**src/rtl/imem_load_controller.sv**
```systemverilog
// Loads a word stream into the low/high 16-entry instruction register banks and stalls the CPU meanwhile.
// Optional trailing checksum word is enabled by defining IMEM_LOAD_CHECKSUM_EN.
module imem_load_controller #(
  parameter int MAX_WORDS = 32
) (
  input  logic        CLOCK,
  input  logic        RESET_N,
  input  logic        START,
  input  logic [5:0]  LENGTH,
  input  logic        ABORT,
  input  logic [15:0] WORD_IN,
  input  logic        WORD_VALID,
  output logic        WORD_READY,
  output logic [15:0] IMEM_DATA,
  output logic [3:0]  WRITE_SELECT,
  output logic        WRITE_ENABLE_LOW,
  output logic        WRITE_ENABLE_HIGH,
  output logic        CPU_HOLD,
  output logic        LOAD_DONE,
  output logic        LOAD_ERROR,
  output logic [5:0]  WORD_COUNT
);
  localparam logic [5:0] MAX_LEN  = 6'(MAX_WORDS);
  localparam logic       HAS_HIGH = (MAX_WORDS > 16);

`ifdef IMEM_LOAD_CHECKSUM_EN
  typedef enum logic [1:0] {S_IDLE, S_LOAD, S_CHECK, S_DONE} state_t;
`else
  typedef enum logic [1:0] {S_IDLE, S_LOAD, S_DONE} state_t;
`endif

  state_t      state, state_next;
  logic [5:0]  remaining;
  logic [5:0]  len_clamped;
  logic        start_ok;
  logic        accept;
  logic        hold_next;
`ifdef IMEM_LOAD_CHECKSUM_EN
  logic        sum_accept;
  logic [15:0] sum;
`endif

  assign len_clamped = (LENGTH > MAX_LEN) ? MAX_LEN : LENGTH;

  always_comb begin
    state_next = state;
    start_ok   = 1'b0;
    accept     = 1'b0;
    WORD_READY = 1'b0;
`ifdef IMEM_LOAD_CHECKSUM_EN
    sum_accept = 1'b0;
`endif
    case (state)
      S_IDLE, S_DONE: begin
        if (START) begin
          start_ok   = 1'b1;
          state_next = (len_clamped == 6'd0) ? S_DONE : S_LOAD;
        end
      end
      S_LOAD: begin
        WORD_READY = ~ABORT;
        if (ABORT) begin
          state_next = S_IDLE;
        end else if (WORD_VALID) begin
          accept = 1'b1;
          if (remaining == 6'd1) begin
`ifdef IMEM_LOAD_CHECKSUM_EN
            state_next = S_CHECK;
`else
            state_next = S_DONE;
`endif
          end
        end
      end
`ifdef IMEM_LOAD_CHECKSUM_EN
      S_CHECK: begin
        WORD_READY = ~ABORT;
        if (ABORT) begin
          state_next = S_IDLE;
        end else if (WORD_VALID) begin
          sum_accept = 1'b1;
          state_next = S_DONE;
        end
      end
`endif
      default: state_next = S_IDLE;
    endcase

    // Hold covers the whole load plus the cycle carrying the last write (or checksum) result.
    hold_next = (state_next == S_LOAD) | accept;
`ifdef IMEM_LOAD_CHECKSUM_EN
    hold_next = hold_next | (state_next == S_CHECK) | sum_accept;
`endif
  end

  always_ff @(posedge CLOCK or negedge RESET_N) begin
    if (!RESET_N) begin
      state             <= S_IDLE;
      remaining         <= 6'd0;
      WORD_COUNT        <= 6'd0;
      IMEM_DATA         <= 16'd0;
      WRITE_SELECT      <= 4'd0;
      WRITE_ENABLE_LOW  <= 1'b0;
      WRITE_ENABLE_HIGH <= 1'b0;
      CPU_HOLD          <= 1'b0;
      LOAD_DONE         <= 1'b0;
    end else begin
      state             <= state_next;
      WRITE_ENABLE_LOW  <= accept & ~WORD_COUNT[4];
      WRITE_ENABLE_HIGH <= accept & WORD_COUNT[4] & HAS_HIGH;
      CPU_HOLD          <= hold_next;
      LOAD_DONE         <= (state_next == S_DONE);
      if (start_ok) begin
        remaining  <= len_clamped;
        WORD_COUNT <= 6'd0;
      end
      if (accept) begin
        IMEM_DATA    <= WORD_IN;
        WRITE_SELECT <= WORD_COUNT[3:0];
        WORD_COUNT   <= WORD_COUNT + 6'd1;
        remaining    <= remaining - 6'd1;
      end
    end
  end

`ifdef IMEM_LOAD_CHECKSUM_EN
  always_ff @(posedge CLOCK or negedge RESET_N) begin
    if (!RESET_N) begin
      sum        <= 16'd0;
      LOAD_ERROR <= 1'b0;
    end else begin
      if (start_ok) begin
        sum        <= 16'd0;
        LOAD_ERROR <= 1'b0;
      end
      if (accept) sum <= sum + WORD_IN;
      if (sum_accept) LOAD_ERROR <= (sum != WORD_IN);
    end
  end
`else
  assign LOAD_ERROR = 1'b0;
`endif

endmodule

```
**config.mk**
```make
export PLATFORM = sky130hd
export DESIGN_NAME = imem_load_controller
export DESIGN_NICKNAME = d
export VERILOG_FILES = /design/src/rtl/imem_load_controller.sv
export SDC_FILE = /design/constraint.sdc
export NUM_CORES = 1
export LEC_CHECK = 0
export CAP_MARGIN = 20
export CORE_MARGIN = 3
export CORE_UTILIZATION = 40
export DETAILED_ROUTE_END_ITERATION = 16
export GPL_TIMING_DRIVEN = 0
export PLACE_DENSITY = 0.84
export SYNTH_ARGS = -nofsm -noshare
export SYNTH_HDL_FRONTEND = slang
export SYNTH_SLANG_ARGS = --single-unit
export TNS_END_PERCENT = 50
```
**constraint.sdc**
```tcl
create_clock -name CLOCK -period 1.31 [get_ports CLOCK]
set_input_delay 0.262 -clock CLOCK [delete_from_list [all_inputs] [get_ports CLOCK]]
set_output_delay 0.262 -clock CLOCK [all_outputs]
set_load 0.02 [all_outputs]
```
Word-level counts from Yosys, hierarchy flattened
Cells that the tools add are included.
{"block": "totals", "output_inout_bits": 32, "reg_bits": 38, "in_bits": 27}
{"block": "classes", "n_eq_ne": 5, "bitwise_logic": 5, "n_reduce_logical": 4, "magnitude_cmp": 1, "muxes": 17, "n_addsub": 2}
{"cell": "2-to-1 mux 6 bit", "n": 5}
{"cell": "2-to-1 mux 2 bit", "n": 5}
{"cell": "adder 6 x 1 -> 6 bit (second input constant)", "n": 1}
{"cell": "equality test 6 x 1 -> 1 bit (second input constant)", "n": 1}
{"cell": "> comparator 6 bit (second input constant)", "n": 1}
{"cell": "logical NOT 6 bit", "n": 1}
{"cell": "2-to-1 mux 1 bit", "n": 6}
{"cell": "subtractor 6 x 1 -> 6 bit (second input constant)", "n": 1}
{"cell": "equality test 2 x 1 -> 1 bit (second input constant)", "n": 2}
{"cell": "equality test 2 bit (second input constant)", "n": 2}
{"cell": "case mux 2 bit (2 select lines)", "n": 1}
{"cell": "bitwise AND 1 bit", "n": 2}
{"cell": "logical NOT 2 bit", "n": 1}
{"cell": "inverter 1 bit", "n": 2}
{"cell": "nonzero test 2 bit", "n": 1}
{"cell": "OR reduction 2 bit", "n": 1}
{"cell": "bitwise OR 1 bit", "n": 1}

Longest topological paths before layout
Gate-level depths: netlist of the first run.
{"block": "logic_depth", "depth_word": 8, "depth_mapped": 6, "ltp_nobuf": 5}

Least setup slack after synthesis of the first run
No wires, ideal clock.
{"block": "synth_timing", "kind": "register to register", "start": "reg remaining[2]", "end": "reg remaining[5]", "setup_ps": 71, "path_buffers": 0, "setup_slack_ps": -132, "stages_incl_launch_ff": 4, "arrival_ps": 1371, "period_less_slack_ps": 1442, "cell_sequence": "dfrtp_1 -> or3_4 -> or4_1 -> nand4_1"}
{"block": "synth_between", "elab_chain_len": 2}
{"item": "start, declared", "line": "33", "rtl": "logic [5:0] remaining;"}
{"item": "start signal, assigned", "line": "114", "rtl": "remaining <= len_clamped;"}
{"item": "start signal, assigned", "line": "121", "rtl": "remaining <= remaining - 6'd1;"}
{"item": "subtractor 6 x 1 -> 6 bit", "line": "121"}
{"item": "2-to-1 mux 6 bit", "line": "117", "rtl": "if (accept) begin"}
Every way passes these cells.
A chain may end at the register's enable or synchronous reset.

Worst setup path in the final report of the first run
{"block": "layout_timing", "start": "reg state[1]", "end": "out WORD_READY"}
{"block": "layout_between", "elab_chain_len": 2}
{"item": "start, declared", "line": "32", "rtl": "state_t state, state_next;"}
{"item": "start signal, assigned", "line": "108", "rtl": "state <= state_next;"}
{"item": "equality test 2 x 1 -> 1 bit", "line": "53", "rtl": "case (state)"}
{"item": "2-to-1 mux 1 bit", "line": "53"}
{"item": "end, declared", "line": "13", "rtl": "output logic WORD_READY,"}
Every way passes these cells.

==> results of run 1 <==
## per-stage QoR
stage	power, µW	util	worst slack [ns]	cells
6_report	4350	0.688	-0.187	304
5_1_grt	4610	0.688	-0.293	304
4_1_cts	4260	0.648	-0.219	299
3_5_place_dp	3060	0.581	-0.827	284
3_3_place_gp	3020	0.583	-0.928	284
2_1_floorplan	2390	-	-0.0300	177
## cell families (layout without fill, tap and decap cells)
kind of cell / count (synthesis) / in the layout / synth area share
AO/OA/AOI/OAI: 18 / 18 / 0.0772
adder cells (fa/ha/maj): 3 / 3 / 0.0218
buffers and inverters: 15 / 92 / 0.0546
flip-flops: 38 / 38 / 0.553
multiplexers: 5 / 5 / 0.0298
other: 1 / 1 / 0.00218
AND/OR/NAND/NOR: 97 / 97 / 0.261
## report_power, final
group | internal (µW) | leakage (µW) | total, µW | switching [µW]
registers | 1460 | 0.000482 | 1680 | 226
clock network | 812 | 0.0000714 | 1210 | 402
logic | 665 | 0.000903 | 1460 | 791
## metal layers
layer | vias to the layer above | global-route usage
li1 | 750 | -
met3 | 16 | 0.0463
met5 | - | 0
met2 | 58 | 0.294
met1 | 774 | 0.225
met4 | 0 | 0.0626
## cell usage in the layout (no fill, tap or decap), drive strengths merged, types with 4 or more instances in the layout
cell type	count
inv	5
dlygate4sd2	28
nand2	66
mux2i	4
dfrtp	38
clkdlybuf4s50	20
clkdlybuf4s15	4
clkbuf	10
nor2	6
buf	23
a21oi	4
## registers in the layout, summed over array words and instances (netlist names)
| register | flops |
|---|---|
| WRITE_SELECT | 4 |
| WRITE_ENABLE_HIGH | 1 |
| WRITE_ENABLE_LOW | 1 |
| LOAD_DONE | 1 |
| state | 2 |
| remaining | 6 |
| CPU_HOLD | 1 |
| IMEM_DATA | 16 |
| WORD_COUNT | 6 |
## path summary, 6_finish.rpt
path | startpoint | to | slack (ns)
worst max-delay path | state[1]$_DFF_PN0_ | WORD_READY | -0.19
worst min-delay path | RESET_N | remaining[0]$_DFFE_PN0P_ | 0.06
worst max register to register | state[1]$_DFF_PN0_ | WORD_COUNT[4]$_DFFE_PN0P_ | -0.19
worst min register to register | WRITE_SELECT[3]$_DFFE_PN0P_ | WRITE_SELECT[3]$_DFFE_PN0P_ | 0.47
max in group asynchronous | RESET_N | WORD_COUNT[2]$_DFFE_PN0P_ | 0.67
min in group CLOCK | LENGTH[3] | remaining[3]$_DFFE_PN0P_ | 0.35
## cell type report
| cell class | instances | area, µm² |
|---|---|---|
| fill | 297 | 1270 |
| sequential | 38 | 958 |
| multi-input combinational | 124 | 830 |
| timing repair buffer | 71 | 694 |
| buffer | 8 | 105 |
| clock buffer | 6 | 82.6 |
| tap | 50 | 62.6 |
| clock inverter | 2 | 60.1 |
| inverter | 5 | 18.8 |
## worst reg2reg max path, delay by kind of cell, from the launching register on
family	cells	cell delay (ns)
buf+inv	2	0.30
flops	1	0.40
simple gates	2	0.49
mux	1	0.23
## repair_timing
action	CTS	global route
hold buffers	0	0
buffers inserted	8	4
cloned	0	2
pin swaps	10	25
resized for setup	80	44
endpoints found under the setup margin	66	45
==> impl_results.rst, run 1 <==
.. list-table::
   :header-rows: 1

   * - Metric
     - Value
   * - # H-tree levels
     - 2
   * - Most frequent cell after synthesis
     - sky130_fd_sc_hd__nand2_1
   * - Total of warnings raised by yosys
     - 0
   * - Highest clock frequency the design can meet
     - between 600 and 700 MHz
   * - Kind of cell adding the most delay to the critical path
     - flip-flops
   * - Detailed-routing wirelength on met1
     - 1880 µm
   * - Worst Path Required
     - 1.05 ns
   * - Slowest stage cell, crit path
     - sky130_fd_sc_hd__dfrtp_1
   * - Y dimension of the die
     - 71.6 µm
   * - Number of standard-cell rows in the floorplan
     - 23
   * - Number of cells on the critical path
     - 3
   * - Last weighted congestion value of the routability-driven placer
     - 0.818
   * - Cell breakdown of the critical path
     - or3b_4 > inv_2 > buf_6
   * - Die boundary width
     - 71.6 µm
   * - Relative area change from synthesis to final layout
     - 63.5%
   * - Library cell occupying the most area in the post-synthesis netlist
     - sky130_fd_sc_hd__dfrtp_1
   * - Uppermost signal routing layer after detailed routing
     - met4
   * - Drt first pass iters
     - 5
   * - Clock slew at the register clock pins of the worst setup and hold paths
     - 0.07 ns
   * - Total Routed Length
     - 4630 µm
   * - Antenna Cells
     - 0
   * - Share of synthesized area occupied by flip-flops and latches
     - 0.553
   * - Cell at the root of the clock tree
     - sky130_fd_sc_hd__clkbuf_8
   * - Number of antenna violations at the first check in global routing
     - 0
   * - Max cap viols
     - 0
   * - Initial Util
     - 0.421
   * - Pin count of the biggest net entering global routing
     - 39
   * - Maximum fanout along the worst path
     - 2
   * - Core Footprint
     - 4090 µm²
   * - Worst hold path type
     - primary input to asynchronous set/reset pin
   * - Most instantiated cells after synthesis
     - 66 x sky130_fd_sc_hd__nand2_1, 38 x sky130_fd_sc_hd__dfrtp_1, 6 x sky130_fd_sc_hd__nor2_1
   * - Worst setup path category
     - register to output pin
   * - Power per cell area
     - 1550 nW/µm²
   * - Post-route worst hold slack
     - 0.0641 ns
   * - Number of buffers inserted during clock tree synthesis
     - 5
   * - Distinct cell type count of the synthesized netlist
     - 39
   * - Failing checks
     - negative setup slack
   * - Number of synthesized flops with an enable pin
     - 0
   * - Average wire per cell in the routed design
     - 15.2 µm
   * - Vias in the first global route
     - roughly 1600
   * - Startpoint types
     - register
   * - Share of the clock period used by the worst path after layout
     - 1.14
   * - Remaining design rule violation count
     - 0
   * - Synthesized flop and latch total
     - 38
   * - Buffer levels on the longest clock path
     - 2
   * - Buffers on Ports
     - 57
   * - Half-perimeter wire length of the detailed placement result
     - 2820 µm
   * - Critical Path Max Stage Delay
     - 0.40 ns
   * - Number of max-slew violations in the final report
     - 0
   * - TritonCTS clock tree
     - done
   * - Total die area
     - between 5000 and 6000 µm²
   * - Area contributors post-synth
     - sky130_fd_sc_hd__dfrtp_1 55%, sky130_fd_sc_hd__nand2_1 14%, sky130_fd_sc_hd__mux2i_1 2.3%
   * - Post-Syn Instances
     - 177
   * - Instance area at placement
     - 2380 µm²
   * - Async set-reset flop share out of synthesis
     - 1.00
   * - Setup repair after global routing missed its margin
     - yes
   * - Minimum setup slack in the final design
     - -0.187 ns
   * - Grt total ovfl
     - 0
   * - Transition at the pin with the smallest max-transition slack
     - between 0.8 and 0.9 ns
   * - Fraction of final layout cells with drive strength greater than 1
     - 0.303
   * - Synth Cell Area
     - 1720 µm²
   * - Buffers & Inverters on Critical Path
     - 2
   * - Final net count
     - 283
   * - Category of the worst setup path capture point
     - output pin
   * - Number of sinks handled by clock tree synthesis
     - 38
   * - Met2 WL
     - 2340 µm
   * - Met3 WL
     - 253 µm
   * - Remaining antenna violation count after routing
     - 0
   * - Global-route usage over all layers
     - 0.178
   * - Clock Skew
     - roughly 0.0050 ns
   * - Top-Level Pins
     - 59
   * - Synth Flop Type
     - sky130_fd_sc_hd__dfrtp_1
   * - Signal arrival time at the worst endpoint
     - between 1 and 1.5 ns
   * - Setup TNS
     - -4.38 ns
   * - Via count normalized by instance count
     - 5.26
   * - Yosys top cell area share
     - 0.553
   * - Initial DRC Count
     - 97
   * - Status
     - finished with violations
   * - Final design instance area without fill
     - 2810 µm²
   * - Leakage dissipation
     - 0.00146 µW
   * - Final critical delay including setup and external delays
     - 1.50 ns
   * - Setup Viol. Count Final
     - 35
   * - FF-to-FF path depth
     - 5
   * - Nets in the synthesized netlist
     - between 200 and 250
   * - Mean cell area of the mapped netlist
     - 9.71 µm²
   * - Clk_lat worst skew
     - 0.29 ns
   * - First-pass GRT wire length
     - 7170 µm
   * - DR vias
     - roughly 1600
   * - Worst max-slew margin expressed relative to the limit
     - 0.454
   * - Total count of hold-check failures in the final report
     - 0
   * - VDD IR max
     - 0.000736 V
Note: power is estimated with default switching activity, not from simulation.
==> run 2: changes to the inputs <==
--- a/config.mk
+++ b/config.mk
@@ -6,8 +6,9 @@
 export NUM_CORES = 1
 export LEC_CHECK = 0
 export CAP_MARGIN = 20
-export CORE_MARGIN = 3
+export CORE_MARGIN = 10
 export CORE_UTILIZATION = 40
+export CTS_CLUSTER_DIAMETER = 40
 export DETAILED_ROUTE_END_ITERATION = 16
 export GPL_TIMING_DRIVEN = 0
 export PLACE_DENSITY = 0.84
==> impl_results.rst, run 2 (synthesis results as in run 1) <==
.. list-table::
   :header-rows: 1

   * - Metric
     - Value
   * - Post-Layout Cell Count
     - 296
   * - Drt first pass iters
     - 4
   * - Fill cell instance count of the final layout
     - 346
   * - Clock slew at the register clock pins of the worst setup and hold paths
     - 0.07 ns
   * - Worst hold path type
     - primary input to asynchronous set/reset pin
   * - Total Routed Length
     - roughly 4600 µm
   * - Category of the worst setup path capture point
     - register
   * - Number of buffers inserted during clock tree synthesis
     - 5
   * - Final design instance area without fill
     - roughly 2600 µm²
   * - Remaining design rule violation count
     - 0
   * - Register cell area after layout
     - between 900 and 1000 µm²
   * - Number of buffers inserted for hold repair after clock tree synthesis
     - 0
   * - Maximum fanout along the worst path
     - 6
   * - Max cap viols
     - 0
   * - Highest clock frequency the design can meet
     - 674 MHz
   * - Share of the clock period used by the worst path after layout
     - 1.13
   * - Half-perimeter wire length of the detailed placement result
     - 3300 µm
   * - FF-to-FF path depth
     - 6
   * - Reg2Reg Launch Point
     - state[1]$_DFF_PN0_
   * - Remaining antenna violation count after routing
     - 0
   * - Buffer levels on the longest clock path
     - 2
   * - Grt total ovfl
     - 0
   * - Commonest non-fill, non-tap cells in the layout
     - 66 x sky130_fd_sc_hd__nand2_1, 33 x sky130_fd_sc_hd__dfrtp_1, 27 x sky130_fd_sc_hd__dlygate4sd2_1
   * - Signal arrival time at the worst endpoint
     - approximately 1.7 ns
   * - Total die area
     - 7320 µm²
   * - Minimum setup slack in the final design
     - -0.173 ns
   * - Footprint of the multi-input gates
     - about 770 µm²
   * - Power per cell area
     - 1470 nW/µm²
   * - R2R setup slack
     - -0.17 ns
   * - Commonest non-fill, non-tap cell in the layout
     - sky130_fd_sc_hd__nand2_1
   * - Capture point of the worst reg-to-reg path
     - remaining[2]$_DFFE_PN0P_
   * - VDD IR max
     - approximately 0.00069 V
   * - Setup Viol. Count Final
     - 34
   * - Largest register FFs
     - 16
   * - Failing checks
     - negative setup slack
   * - Buffers on Ports
     - between 50 and 60
   * - Cell at the root of the clock tree
     - sky130_fd_sc_hd__clkbuf_8
   * - Top-Level Pins
     - 59
   * - Number of max-slew violations in the final report
     - 0
   * - Average wire per cell in the routed design
     - 15.5 µm
   * - Startpoint types
     - register
   * - Number of antenna violations at the first check in global routing
     - 0
   * - Instance area at placement
     - roughly 2400 µm²
   * - Worst max-slew margin expressed relative to the limit
     - 0.440
   * - Relative area change from synthesis to final layout
     - 49.8%
   * - Met3 Track Usage GR
     - 0.0407
   * - Via count normalized by instance count
     - 5.10
   * - Setup repair after global routing missed its margin
     - yes
   * - Final critical delay including setup and external delays
     - 1.48 ns
   * - Leakage dissipation
     - between 0.001 and 0.0015 µW
   * - # H-tree levels
     - 2
   * - Clock Skew
     - ~0.0037 ns
   * - Total count of hold-check failures in the final report
     - 0
   * - Top reg by flops
     - IMEM_DATA
   * - TritonCTS clock tree
     - done
   * - Clk_lat worst skew
     - about 0.28 ns
   * - Initial DRC Count
     - 113
   * - Worst setup path category
     - register to register
   * - Number of standard-cell rows in the floorplan
     - 23
   * - Fraction of final layout cells with drive strength greater than 1
     - 0.207
   * - Placed cell count
     - ~280
   * - Number of sinks handled by clock tree synthesis
     - 38
   * - Largest regs
     - IMEM_DATA: 16 flops, WORD_COUNT: 6 flops, remaining: 6 flops
   * - Met2 Track Usage GR
     - 0.208
   * - Y dimension of the die
     - 85.6 µm
   * - Core Footprint
     - 4090 µm²
   * - Worst Path Required
     - 1.49 ns
   * - Top Usage Layer GRT
     - met2
   * - Status
     - finished with violations
   * - Initial Util
     - 0.421
   * - First-pass GRT wire length
     - 7340 µm
   * - Global-route usage over all layers
     - 0.121
   * - Pin count of the biggest net entering global routing
     - 39
   * - Transition at the pin with the smallest max-transition slack
     - between 0.8 and 0.9 ns
   * - DR vias
     - around 1500
   * - Vias in the first global route
     - 1521
   * - Final net count
     - 276
   * - Last weighted congestion value of the routability-driven placer
     - 0.792
   * - Die boundary width
     - 85.6 µm
   * - Met1 layer usage reported by global route
     - 0.135
   * - Antenna Cells
     - 0
-- run 2: cell types whose count changed in the layout (fill, tap and decap cells not counted), sizes merged --
cell and change:
buf -8, clkinv +2, dlygate4sd2 -1, clkdlybuf4s50 +2, bufinv -2, clkbuf -1
-- run 2: worst max path at each step --
stage	from	to	slack, ns	depth (start not counted)
6_report	state[1]$_DFF_PN0_	remaining[2]$_DFFE_PN0P_	-0.17	6
5_1_grt	state[1]$_DFF_PN0_	remaining[2]$_DFFE_PN0P_	-0.22	6
4_1_cts	state[1]$_DFF_PN0_	WORD_READY	-0.22	3
3_3_place_gp	RESET_N	IMEM_DATA[12]$_DFFE_PN0P_	-0.94	1
3_5_place_dp	ABORT	WORD_READY	-0.83	4
2_1_floorplan	remaining[3]$_DFFE_PN0P_	remaining[5]$_DFFE_PN0P_	-0.03	3
-- run 2: critical path, cell delays in order (launching register included) --
cell	delay (ns)
sky130_fd_sc_hd__dfrtp_1	0.39
sky130_fd_sc_hd__buf_6	0.12
sky130_fd_sc_hd__and4bb_2	0.30
sky130_fd_sc_hd__buf_8	0.13
sky130_fd_sc_hd__clkbuf_16	0.14
sky130_fd_sc_hd__a211oi_4	0.05
sky130_fd_sc_hd__a311oi_2	0.25
-- run 2: stage by stage --
| stage | hold slack (ns) | utilization | setup slack, ns | setup TNS (ns) | power [µW] |
|---|---|---|---|---|---|
| 6_report | 0.0789 | 0.630 | -0.173 | -3.92 | 3790 |
| 5_1_grt | 0.152 | 0.630 | -0.223 | -5.64 | 4030 |
| 4_1_cts | 0.116 | 0.607 | -0.220 | -4.82 | 3730 |
| 3_5_place_dp | 0.430 | 0.581 | -0.828 | -16.95 | 3090 |
| 3_3_place_gp | 0.456 | 0.583 | -0.938 | -51.92 | 3050 |
| 2_1_floorplan | -0.0336 | - | -0.0300 | -0.110 | 2390 |
-- run 2: repair_timing --
item | 4_1_cts | 5_1_grt
buffers inserted | 2 | 2
cloned | 0 | 1
gates resized for setup | 57 | 28
endpoints found under the setup margin | 65 | 44
pin swaps | 7 | 7
-- run 2: where the power goes --
group	switching [µW]	leakage, µW	total (µW)	internal [µW]
Combinational	770	0.000803	1380	609
Sequential	217	0.000483	1670	1450
Clock	381	0.0000438	737	357
-- run 2: per-layer routing --
| layer | wire, µm | up-vias |
|---|---|---|
| met5 | 0 | - |
| met4 | 76 | 0 |
| met3 | 319 | 9 |
| met2 | 2300 | 43 |
| met1 | 1880 | 734 |
| li1 | - | 725 |
-- run 2: cell type report --
type	count	share of cell area
Buffer	10	0.0432
Clock buffer	5	0.0267
Clock inverter	2	0.00389
Inverter	5	0.00729
Multi-Input combinational cell	124	0.299
Sequential cell	38	0.372
Tap cell	50	0.0243
Timing Repair Buffer	62	0.224
==> run 3: changes to the inputs <==
--- a/config.mk
+++ b/config.mk
@@ -8,11 +8,10 @@
 export CAP_MARGIN = 20
 export CORE_MARGIN = 10
 export CORE_UTILIZATION = 40
-export CTS_CLUSTER_DIAMETER = 40
 export DETAILED_ROUTE_END_ITERATION = 16
 export GPL_TIMING_DRIVEN = 0
 export PLACE_DENSITY = 0.84
 export SYNTH_ARGS = -nofsm -noshare
 export SYNTH_HDL_FRONTEND = slang
 export SYNTH_SLANG_ARGS = --single-unit
-export TNS_END_PERCENT = 50
+export TNS_END_PERCENT = 10
==> impl_results.rst, run 3 (synthesis results as in run 1) <==
.. list-table::
   :header-rows: 1

   * - Metric
     - Value
   * - Status
     - finished with violations
   * - Failing checks
     - negative setup slack
   * - Number of standard-cell rows in the floorplan
     - 23
   * - Worst Path Required
     - 1.53 ns
   * - Largest register FFs
     - 16
   * - Remaining design rule violation count
     - 0
   * - Worst max-slew margin expressed relative to the limit
     - 0.456
   * - Buffer levels on the longest clock path
     - 2
   * - Setup repair after global routing missed its margin
     - yes
   * - Commonest non-fill, non-tap cells in the layout
     - 65 x sky130_fd_sc_hd__nand2_1, 32 x sky130_fd_sc_hd__dfrtp_1, 25 x sky130_fd_sc_hd__dlygate4sd2_1
   * - P_sw
     - roughly 1400 µW
   * - Instance area at placement
     - 2370 µm²
   * - Tot Pwr
     - 4030 µW
   * - Cell at the root of the clock tree
     - sky130_fd_sc_hd__clkbuf_8
   * - Number of buffers inserted for hold repair after clock tree synthesis
     - 0
   * - Global-route usage over all layers
     - 0.119
   * - Maximum fanout along the worst path
     - 6
   * - Buffers on Ports
     - 57
   * - Total die area
     - about 7300 µm²
   * - Remaining antenna violation count after routing
     - 0
   * - Signal arrival time at the worst endpoint
     - 1.73 ns
   * - Final net count
     - 280
   * - Relative area change from synthesis to final layout
     - 54.1%
   * - DR vias
     - 1546
   * - Fill cell instance count of the final layout
     - 337
   * - Number of buffers inserted during clock tree synthesis
     - 5
   * - Transition at the pin with the smallest max-transition slack
     - 0.816 ns
   * - Initial DRC Count
     - 104
   * - Cell-internal power
     - 2650 µW
   * - Setup TNS
     - -2.16 ns
   * - Met3 WL
     - 417 µm
   * - Half-perimeter wire length of the detailed placement result
     - 3200 µm
   * - Top reg by flops
     - IMEM_DATA
   * - Setup Viol. Count Final
     - 38
   * - Power per cell area
     - 1520 nW/µm²
   * - VDD IR max
     - approximately 0.00086 V
   * - TritonCTS clock tree
     - done
   * - Post-route worst hold slack
     - roughly 0.067 ns
   * - Clk_lat worst skew
     - between 0.2 and 0.3 ns
   * - Initial Util
     - 0.421
   * - Core Footprint
     - 4090 µm²
   * - Largest regs
     - IMEM_DATA: 16 flops, WORD_COUNT: 6 flops, remaining: 6 flops
   * - Highest clock frequency the design can meet
     - 664 MHz
   * - Total Routed Length
     - 4720 µm
   * - Setup WS pre-CTS
     - -0.819 ns
   * - Met2 WL
     - about 2300 µm
   * - Fraction of final layout cells with drive strength greater than 1
     - 0.207
   * - Die boundary width
     - 85.6 µm
   * - Number of antenna violations at the first check in global routing
     - 0
   * - Max cap viols
     - 0
   * - Worst hold path type
     - primary input to asynchronous set/reset pin
   * - Vias in the first global route
     - 1483
   * - Number of sinks handled by clock tree synthesis
     - 38
   * - Worst setup path category
     - register to register
   * - Commonest non-fill, non-tap cell in the layout
     - sky130_fd_sc_hd__nand2_1
   * - Clock Skew
     - 0.00355 ns
   * - Detailed-routing wirelength on met1
     - ~1900 µm
   * - Clock power frac
     - 0.239
   * - Seq pwr share
     - 0.415
   * - Footprint of the multi-input gates
     - approximately 750 µm²
   * - Category of the worst setup path capture point
     - register
   * - Number of max-slew violations in the final report
     - 0
   * - Last weighted congestion value of the routability-driven placer
     - 0.822
   * - # H-tree levels
     - 2
   * - First-pass GRT wire length
     - 7120 µm
   * - Register cell area after layout
     - 958 µm²
   * - Total count of hold-check failures in the final report
     - 0
   * - Grt total ovfl
     - 0
   * - Antenna Cells
     - 0
   * - Leakage dissipation
     - approximately 0.0014 µW
   * - Minimum setup slack in the final design
     - -0.196 ns
   * - Clock slew at the register clock pins of the worst setup and hold paths
     - 0.07 ns
   * - Top-Level Pins
     - 59
   * - Startpoint types
     - register
   * - Uppermost signal routing layer after detailed routing
     - met4
   * - Average wire per cell in the routed design
     - 15.7 µm
   * - Drt first pass iters
     - 4
   * - Share of the clock period used by the worst path after layout
     - 1.15
   * - Final critical delay including setup and external delays
     - 1.51 ns
   * - Y dimension of the die
     - 85.6 µm
   * - Via count normalized by instance count
     - 5.14
   * - Fraction of power spent switching nets
     - 0.342
   * - Final design instance area without fill
     - 2650 µm²
   * - Combinational Power Share
     - 0.345
   * - Pin count of the biggest net entering global routing
     - 39
run 3: cell types whose count changed in the layout (fill, tap and decap cells not counted), moves of 2 or more:
cell                            before  now
sky130_fd_sc_hd__clkbuf_1            0    2
sky130_fd_sc_hd__buf_8               1    5
sky130_fd_sc_hd__dlygate4sd2_1      27   25
sky130_fd_sc_hd__clkinv_2            2    0
run 3: repair_timing:
action / CTS / global route
setup buffers: 2 / 6
pin swaps: 3 / 8
resized for setup: 54 / 38
setup endpoints to repair: 68 / 45
gates cloned: 0 / 2
run 3: cell type report:
type / instances / area share
flip-flops and latches: 38 / 0.362
multi-input cells: 124 / 0.284
repair buffers: 67 / 0.240
plain buffers: 9 / 0.0439
clock buffers: 7 / 0.0288
well taps: 50 / 0.0236
clock inverters: 1 / 0.0113
inverters: 5 / 0.00708
run 3: per-layer routing:
layer,global-route usage,vias up
met5,0,-
met4,0.0569,0
met3,0.0549,8
met2,0.184,63
met1,0.136,731
li1,-,744
run 3: path summary, 6_finish.rpt:
| check | from | end | slack, ns | cells after the start |
|---|---|---|---|---|
| min in group CLOCK | LENGTH[3] | remaining[3]$_DFFE_PN0P_ | 0.35 | 2 |
| worst min register to register | WRITE_SELECT[3]$_DFFE_PN0P_ | WRITE_SELECT[3]$_DFFE_PN0P_ | 0.47 | 2 |
| worst min-delay path | RESET_N | remaining[1]$_DFFE_PN0P_ | 0.07 | 1 |
| max in group asynchronous | RESET_N | WORD_COUNT[0]$_DFFE_PN0P_ | 0.68 | 1 |
| worst max register to register | state[1]$_DFF_PN0_ | remaining[5]$_DFFE_PN0P_ | -0.20 | 4 |
| worst max-delay path | state[1]$_DFF_PN0_ | remaining[5]$_DFFE_PN0P_ | -0.20 | 4 |
run 3: power groups by stage:
stage,registers [µW],logic (µW),clock network (µW)
global placement,1660,1370,0
floorplan,1920,468,0
finish,1670,1390,965
detailed placement,1680,1400,0
CTS,1650,1290,976
global route,1720,1520,1040
run 3: critical path, cell delays in order (launching register included):
cell and delay (ns):
sky130_fd_sc_hd__dfrtp_1 0.40, sky130_fd_sc_hd__buf_6 0.12, sky130_fd_sc_hd__nand4bb_4 0.28, sky130_fd_sc_hd__or4_1 0.53, sky130_fd_sc_hd__nand4_1 0.11
run 3: per-stage QoR:
stage	std cells	util
finish	301	0.649
detailed placement	284	0.579
CTS	293	0.607
floorplan	177	-
global placement	284	0.581
global route	301	0.649
